==> src/rtl/riscv_pkg.sv <==
// riscv_pkg: shared RV32I opcode, ALU, operand-select, LSU-size and writeback encodings
package riscv_pkg;
  localparam int ALU_OP_WIDTH = 5;
  localparam logic [4:0] LOAD_OPCODE     = 5'b00000;
  localparam logic [4:0] MISC_MEM_OPCODE = 5'b00011;
  localparam logic [4:0] OP_IMM_OPCODE   = 5'b00100;
  localparam logic [4:0] AUIPC_OPCODE    = 5'b00101;
  localparam logic [4:0] STORE_OPCODE    = 5'b01000;
  localparam logic [4:0] OP_OPCODE       = 5'b01100;
  localparam logic [4:0] LUI_OPCODE      = 5'b01101;
  localparam logic [4:0] BRANCH_OPCODE   = 5'b11000;
  localparam logic [4:0] JALR_OPCODE     = 5'b11001;
  localparam logic [4:0] JAL_OPCODE      = 5'b11011;
  localparam logic [4:0] SYSTEM_OPCODE   = 5'b11100;
  localparam logic [31:0] ECALL_INSTR  = 32'h0000_0073;
  localparam logic [31:0] EBREAK_INSTR = 32'h0010_0073;
  localparam logic [ALU_OP_WIDTH-1:0] ALU_ADD  = 5'b00000;
  localparam logic [ALU_OP_WIDTH-1:0] ALU_SUB  = 5'b01000;
  localparam logic [ALU_OP_WIDTH-1:0] ALU_XOR  = 5'b00100;
  localparam logic [ALU_OP_WIDTH-1:0] ALU_OR   = 5'b00110;
  localparam logic [ALU_OP_WIDTH-1:0] ALU_AND  = 5'b00111;
  localparam logic [ALU_OP_WIDTH-1:0] ALU_SRA  = 5'b01101;
  localparam logic [ALU_OP_WIDTH-1:0] ALU_SRL  = 5'b00101;
  localparam logic [ALU_OP_WIDTH-1:0] ALU_SLL  = 5'b00001;
  localparam logic [ALU_OP_WIDTH-1:0] ALU_LTS  = 5'b11100;
  localparam logic [ALU_OP_WIDTH-1:0] ALU_LTU  = 5'b11110;
  localparam logic [ALU_OP_WIDTH-1:0] ALU_GES  = 5'b11101;
  localparam logic [ALU_OP_WIDTH-1:0] ALU_GEU  = 5'b11111;
  localparam logic [ALU_OP_WIDTH-1:0] ALU_EQ   = 5'b11000;
  localparam logic [ALU_OP_WIDTH-1:0] ALU_NE   = 5'b11001;
  localparam logic [ALU_OP_WIDTH-1:0] ALU_SLTS = 5'b00010;
  localparam logic [ALU_OP_WIDTH-1:0] ALU_SLTU = 5'b00011;
  localparam logic [1:0] OP_A_RS1     = 2'd0;
  localparam logic [1:0] OP_A_CURR_PC = 2'd1;
  localparam logic [1:0] OP_A_ZERO    = 2'd2;
  localparam logic [2:0] OP_B_RS2   = 3'd0;
  localparam logic [2:0] OP_B_IMM_I = 3'd1;
  localparam logic [2:0] OP_B_IMM_U = 3'd2;
  localparam logic [2:0] OP_B_IMM_S = 3'd3;
  localparam logic [2:0] OP_B_INCR  = 3'd4;
  localparam logic [2:0] LDST_B  = 3'd0;
  localparam logic [2:0] LDST_H  = 3'd1;
  localparam logic [2:0] LDST_W  = 3'd2;
  localparam logic [2:0] LDST_BU = 3'd4;
  localparam logic [2:0] LDST_HU = 3'd5;
  localparam logic WB_EX_RESULT = 1'b0;
  localparam logic WB_LSU_DATA  = 1'b1;
endpackage

==> src/rtl/decoder_alu_op_riscv.sv <==
// decoder_alu_op_riscv: ALU operation and funct-field legality for OP, OP_IMM and BRANCH
module decoder_alu_op_riscv
  import riscv_pkg::*;
(
  input  logic [4:0]              op,
  input  logic [6:0]              funct7,
  input  logic [2:0]              funct3,
  output logic [ALU_OP_WIDTH-1:0] alu_op,
  output logic                    illegal
);
  logic alt;
  assign alt = funct7 == 7'h20;
  always_comb begin
    alu_op = ALU_ADD;
    illegal = 1'b0;
    case (op)
      OP_IMM_OPCODE, OP_OPCODE: begin
        case (funct3)
          3'd0: alu_op = (op == OP_OPCODE && alt) ? ALU_SUB : ALU_ADD;
          3'd1: alu_op = ALU_SLL;
          3'd2: alu_op = ALU_SLTS;
          3'd3: alu_op = ALU_SLTU;
          3'd4: alu_op = ALU_XOR;
          3'd5: alu_op = alt ? ALU_SRA : ALU_SRL;
          3'd6: alu_op = ALU_OR;
          default: alu_op = ALU_AND;
        endcase
        // OP_IMM funct7 is immediate data except for the shift encodings
        illegal = (op == OP_OPCODE)
          ? !(funct7 == 7'h00 || (alt && (funct3 == 3'd0 || funct3 == 3'd5)))
          : (funct3 == 3'd1 && funct7 != 7'h00) || (funct3 == 3'd5 && funct7 != 7'h00 && !alt);
      end
      BRANCH_OPCODE: begin
        case (funct3)
          3'd0: alu_op = ALU_EQ;
          3'd1: alu_op = ALU_NE;
          3'd4: alu_op = ALU_LTS;
          3'd5: alu_op = ALU_GES;
          3'd6: alu_op = ALU_LTU;
          3'd7: alu_op = ALU_GEU;
          default: illegal = 1'b1;
        endcase
      end
      default: ;
    endcase
  end
endmodule

==> src/rtl/decoder_riscv.sv <==
// decoder_riscv: combinational RV32I main decoder with sticky illegal-instruction flag.
// Define DECODER_STRICT_SYSTEM_EN to restrict SYSTEM to ECALL/EBREAK and MISC_MEM to funct3=0.
module decoder_riscv
  import riscv_pkg::*;
(
  input  logic                    clk_i,
  input  logic                    rstn_i,
  input  logic [31:0]             fetched_instr_i,
  output logic [1:0]              ex_op_a_sel_o,
  output logic [2:0]              ex_op_b_sel_o,
  output logic [ALU_OP_WIDTH-1:0] alu_op_o,
  output logic                    mem_req_o,
  output logic                    mem_we_o,
  output logic [2:0]              mem_size_o,
  output logic                    gpr_we_a_o,
  output logic                    wb_src_sel_o,
  output logic                    illegal_instr_o,
  output logic                    branch_o,
  output logic                    jal_o,
  output logic                    jalr_o,
  output logic                    illegal_seen_o
);
  logic [4:0] op;
  logic [2:0] funct3;
  logic [6:0] funct7;
  logic [1:0] a;
  logic [2:0] b, size;
  logic [ALU_OP_WIDTH-1:0] alu, sub_alu;
  logic req, we, gpr, wb, br, j, jr, bad, sub_bad, ill;
  logic unused_bits;
  assign op = fetched_instr_i[6:2];
  assign funct3 = fetched_instr_i[14:12];
  assign funct7 = fetched_instr_i[31:25];
  assign unused_bits = ^{fetched_instr_i[24:15], fetched_instr_i[11:7]};
  decoder_alu_op_riscv u_alu_op (
    .op(op),
    .funct7(funct7),
    .funct3(funct3),
    .alu_op(sub_alu),
    .illegal(sub_bad)
  );
  always_comb begin
    a = OP_A_RS1;
    b = OP_B_IMM_I;
    alu = ALU_ADD;
    size = LDST_W;
    wb = WB_EX_RESULT;
    req = 1'b0;
    we = 1'b0;
    gpr = 1'b0;
    br = 1'b0;
    j = 1'b0;
    jr = 1'b0;
    bad = 1'b0;
    case (op)
      LOAD_OPCODE: begin
        req = 1'b1;
        size = funct3;
        wb = WB_LSU_DATA;
        gpr = 1'b1;
        bad = funct3 == 3'd3 || funct3[2:1] == 2'b11;
      end
      STORE_OPCODE: begin
        b = OP_B_IMM_S;
        req = 1'b1;
        we = 1'b1;
        size = funct3;
        bad = funct3 >= 3'd3;
      end
      OP_IMM_OPCODE: begin
        alu = sub_alu;
        gpr = 1'b1;
        bad = sub_bad;
      end
      OP_OPCODE: begin
        b = OP_B_RS2;
        alu = sub_alu;
        gpr = 1'b1;
        bad = sub_bad;
      end
      LUI_OPCODE: begin
        a = OP_A_ZERO;
        b = OP_B_IMM_U;
        gpr = 1'b1;
      end
      AUIPC_OPCODE: begin
        a = OP_A_CURR_PC;
        b = OP_B_IMM_U;
        gpr = 1'b1;
      end
      BRANCH_OPCODE: begin
        b = OP_B_RS2;
        alu = sub_alu;
        br = 1'b1;
        bad = sub_bad;
      end
      JAL_OPCODE: begin
        a = OP_A_CURR_PC;
        b = OP_B_INCR;
        gpr = 1'b1;
        j = 1'b1;
      end
      JALR_OPCODE: begin
        a = OP_A_CURR_PC;
        b = OP_B_INCR;
        gpr = 1'b1;
        jr = 1'b1;
        bad = funct3 != 3'd0;
      end
`ifdef DECODER_STRICT_SYSTEM_EN
      MISC_MEM_OPCODE: bad = funct3 != 3'd0;
      SYSTEM_OPCODE: bad = fetched_instr_i != ECALL_INSTR && fetched_instr_i != EBREAK_INSTR;
`else
      MISC_MEM_OPCODE, SYSTEM_OPCODE: bad = 1'b0;
`endif
      default: bad = 1'b1;
    endcase
  end
  // an illegal word drops every side effect and reverts selects to their defaults
  assign ill = bad || fetched_instr_i[1:0] != 2'b11;
  assign illegal_instr_o = ill;
  assign ex_op_a_sel_o = ill ? OP_A_RS1 : a;
  assign ex_op_b_sel_o = ill ? OP_B_IMM_I : b;
  assign alu_op_o = ill ? ALU_ADD : alu;
  assign mem_size_o = ill ? LDST_W : size;
  assign wb_src_sel_o = ill ? WB_EX_RESULT : wb;
  assign mem_req_o = req && !ill;
  assign mem_we_o = we && !ill;
  assign gpr_we_a_o = gpr && !ill;
  assign branch_o = br && !ill;
  assign jal_o = j && !ill;
  assign jalr_o = jr && !ill;
  always_ff @(posedge clk_i)
    if (!rstn_i) illegal_seen_o <= 1'b0;
    else if (ill) illegal_seen_o <= 1'b1;
endmodule

==> config.mk <==
export PLATFORM = sky130hd
export DESIGN_NAME = decoder_riscv
export DESIGN_NICKNAME = d
export VERILOG_FILES = /design/src/rtl/riscv_pkg.sv /design/src/rtl/decoder_alu_op_riscv.sv /design/src/rtl/decoder_riscv.sv
export SDC_FILE = /design/constraint.sdc
export NUM_CORES = 1
export LEC_CHECK = 0
export BUFFER_PORTS_ARGS = -buffer_cell sky130_fd_sc_hd__buf_2
export CORE_MARGIN = 1.5
export CORE_UTILIZATION = 30
export CTS_CLUSTER_SIZE = 28
export DETAILED_ROUTE_END_ITERATION = 8
export PLACE_DENSITY = 0.79
export SYNTH_ARGS = -nofsm -noshare
export SYNTH_HDL_FRONTEND = slang
export SYNTH_SLANG_ARGS = --single-unit
==> constraint.sdc <==
create_clock -name clk_i -period 2.05 [get_ports clk_i]
set_input_delay 0.41 -clock clk_i [delete_from_list [all_inputs] [get_ports clk_i]]
set_output_delay 0.41 -clock clk_i [all_outputs]
set_load 0.01 [all_outputs]
==> reports/results.ini <==
[critical_path]
timing.rr.start=illegal_seen_o$_SDFFE_PN0P_
max_stage_delay_ns=0.41
worstPathMaxFanout=6
end_kind=output pin
critPathTopFamily=compound AO/OA/AOI/OAI gates
crit_type=in -> out
worstPathRequired_ns=1.64
cp_cell_sequence=buf_8 > or3_4 > o31ai_4 > a21oi_2 > o2111ai_4 > buf_6 > a21o_1 > buf_2
slowest_stage=or3_4
crit_cells=8
arrival_ns=1.88
startpoint=fetched_instr_i[2]
critPathLaunchType=input port
r2r_cells=1
ff2ff_setup_slack_ns=1.47
critical_path_buf_inv_count=3

[timing]
drv_slew=0
rsz0062_at_grt=true
fin_crit_ns=2.29
finalCritPeriodShare_pct=112
worst_slack_ns=-0.237
worstMarginPinSlew_ns=0.270
slew_headroom_pct=82.0
fmax_ghz=0.437
setup_viol=21
fin_setup_tns_ns=-4.49
fin_worst_skew_ns=0
hold_viol=0

[finish]
nets=196
final_cells=176
antenna_cells=0
layout-drive-gt1-share_pct=60.6
fin_util_pct=71.6
reg.largest.list=illegal_seen_o: 1 flops
largest_reg_flops=1
area_delta_synth_final_pct=115
largest_register=illegal_seen_o

[place]
place_hpwl_mm=1.62
dp.cells=169
io_buffers=40
gp_congestion=0.915

[power]
p_leak_uw=0.000509
p_seq_share_pct=11.8
ir_worst_vdd_v=0.000140
power.net_switching_uw=80.9
intPower_uw=104
p_clk_share_pct=0
combPwrFrac_pct=88.2
total_power_uw=185
powerDensity_nw_per_um2=165
p_sw_share_pct=43.8

[synthesis]
synth_fp_nets=124
synth_async_sr_flop_share_pct=0
muxShareOfSynthArea_pct=0
synthAdderAreaFrac_pct=0
synthSimpleGateAreaFrac_pct=55.8
synth_cells=90
synthXorXnorAreaFrac_pct=1.69
synth_cell_types=30
synth_seq_area_share_pct=3.86
syn_area_um2=518
syn_avg_cell_area_um2=5.76
synth.yosys.warnings=0
synth_top_family_by_area=simple AND/OR/NAND/NOR gates
synth_ff_type=dfxtp_1
synth_compound_area_share_pct=27.8
synth_edf_count=0
ys_ff_latch=1

[floorplan]
core_area_um2=1560
io_pins=56
dieWidth_um=44.6
rows=14
die_h_um=44.6
die_area_um2=1990
start_util_pct=33.2

[min_path]
hp-start=illegal_seen_o$_SDFFE_PN0P_
hp-class=reg -> reg
whs_path_depth=1

[clock_tree]
clk_pin_slew_worst_paths_ns=0
clkLatencyLatePin_ns=0

[run]
maxCapViolCount=0

[route]
postRouteWirelength_mm=2.27
route.detailed.drc=1
wl_per_cell_um=12.9
drtPass1Iterations=6
via_per_inst=5.36
final_antenna_net_count=0
num_vias=944
drt_iter0_drc=13

[grt]
grt_max_degree=10
gr-total-overflow=0
grt_pass1_vias=858
grt_usage_pct=22.8
grt_pass1_wl_mm=3.54
antenna_found_initial=0

[run_status]
status=complete, but fails checks
violations=DRC, setup timing

kinds of logic after synthesis:
family,after synthesis
AO/OA/AOI/OAI,21
flip-flops,1
AND/OR/NAND/NOR,57
XOR/XNOR,1
buffers and inverters,10
path summary, 6_finish.rpt:
| path | endpoint |
|---|---|
| min reg2reg | illegal_seen_o$_SDFFE_PN0P_ |
| max | ex_op_b_sel_o[0] |
| max reg2reg | illegal_seen_o$_SDFFE_PN0P_ |
| min | illegal_seen_o$_SDFFE_PN0P_ |
per-layer routing:
layer | global-route usage (%) | wire, um | up-vias
met5 | 0 | 0 | -
met4 | 9.09 | 40 | 0
met3 | 0 | 141 | 6
met2 | 43.5 | 1170 | 47
met1 | 26.4 | 922 | 427
li1 | - | - | 464
power groups by stage:
stage / sequential, uW / clock, uW / combinational [uW]
floorplan: 22.4 / 0 / 58.2
global placement: 21.6 / 0 / 123
detailed placement: 21.8 / 0 / 127
CTS: 21.8 / 0 / 154
global route: 21.9 / 0 / 174
finish: 21.8 / 0 / 163
cell usage in the layout, fill, tap and decap left out, drive strengths merged:
| cell | count |
|---|---|
| a211oi | 1 |
| a21o | 1 |
| a21oi | 6 |
| a32o | 1 |
| buf | 78 |
| dfxtp | 1 |
| inv | 2 |
| nand2 | 12 |
| nand2b | 2 |
| nand3 | 1 |
| nand3b | 1 |
| nand4 | 2 |
| nand4b | 1 |
| nor2 | 17 |
| nor2b | 3 |
| nor3 | 8 |
| nor3b | 2 |
| nor4 | 5 |
| o2111ai | 1 |
| o21a | 1 |
| o21ai | 7 |
| o21ba | 1 |
| o221ai | 1 |
| o31ai | 1 |
| or3 | 3 |
| xor2 | 1 |
synthesized netlist by cell type, types with 2 or more instances:
cell      count  area (um2)
a21oi_1       6        30.0
buf_2         6        30.0
inv_1         2        7.51
nand2_1      12        45.0
nand2b_1      2        12.5
nand4_1       2        12.5
nor2_1       17        63.8
nor2b_1       3        18.8
nor3_1        7        35.0
nor3b_1       2        15.0
nor4_1        5        31.3
o21ai_0       7        35.0
or3_1         2        12.5
stage by stage:
| step | cell area [um2] | setup slack (ns) | hold WS [ns] |
|---|---|---|---|
| after floorplan | 518 | -0.0857 | 0.509 |
| after global routing | 1120 | -0.297 | 0.482 |
| final | 1120 | -0.237 | 0.464 |
| after global placement | 922 | -0.278 | 0.444 |
| after CTS | 1080 | -0.224 | 0.466 |
| after detailed placement | 922 | -0.306 | 0.460 |
layout make-up:
type | count | area (um2)
multi-input cells | 79 | 547
repair buffers | 78 | 522
fillers | 116 | 443
flip-flops and latches | 1 | 20.0
well taps | 16 | 20.0
inverters | 2 | 7.51
what timing repair did:
| item | 4_1_cts | 5_1_grt |
|---|---|---|
| cloned | 1 | 0 |
| hold buffers | 0 | 0 |
| endpoints found under the setup margin | 21 | 21 |
| gates resized for setup | 24 | 6 |
| buffers inserted | 5 | 1 |
| pin swaps | 9 | 2 |
(Power assumes the default switching activity.)
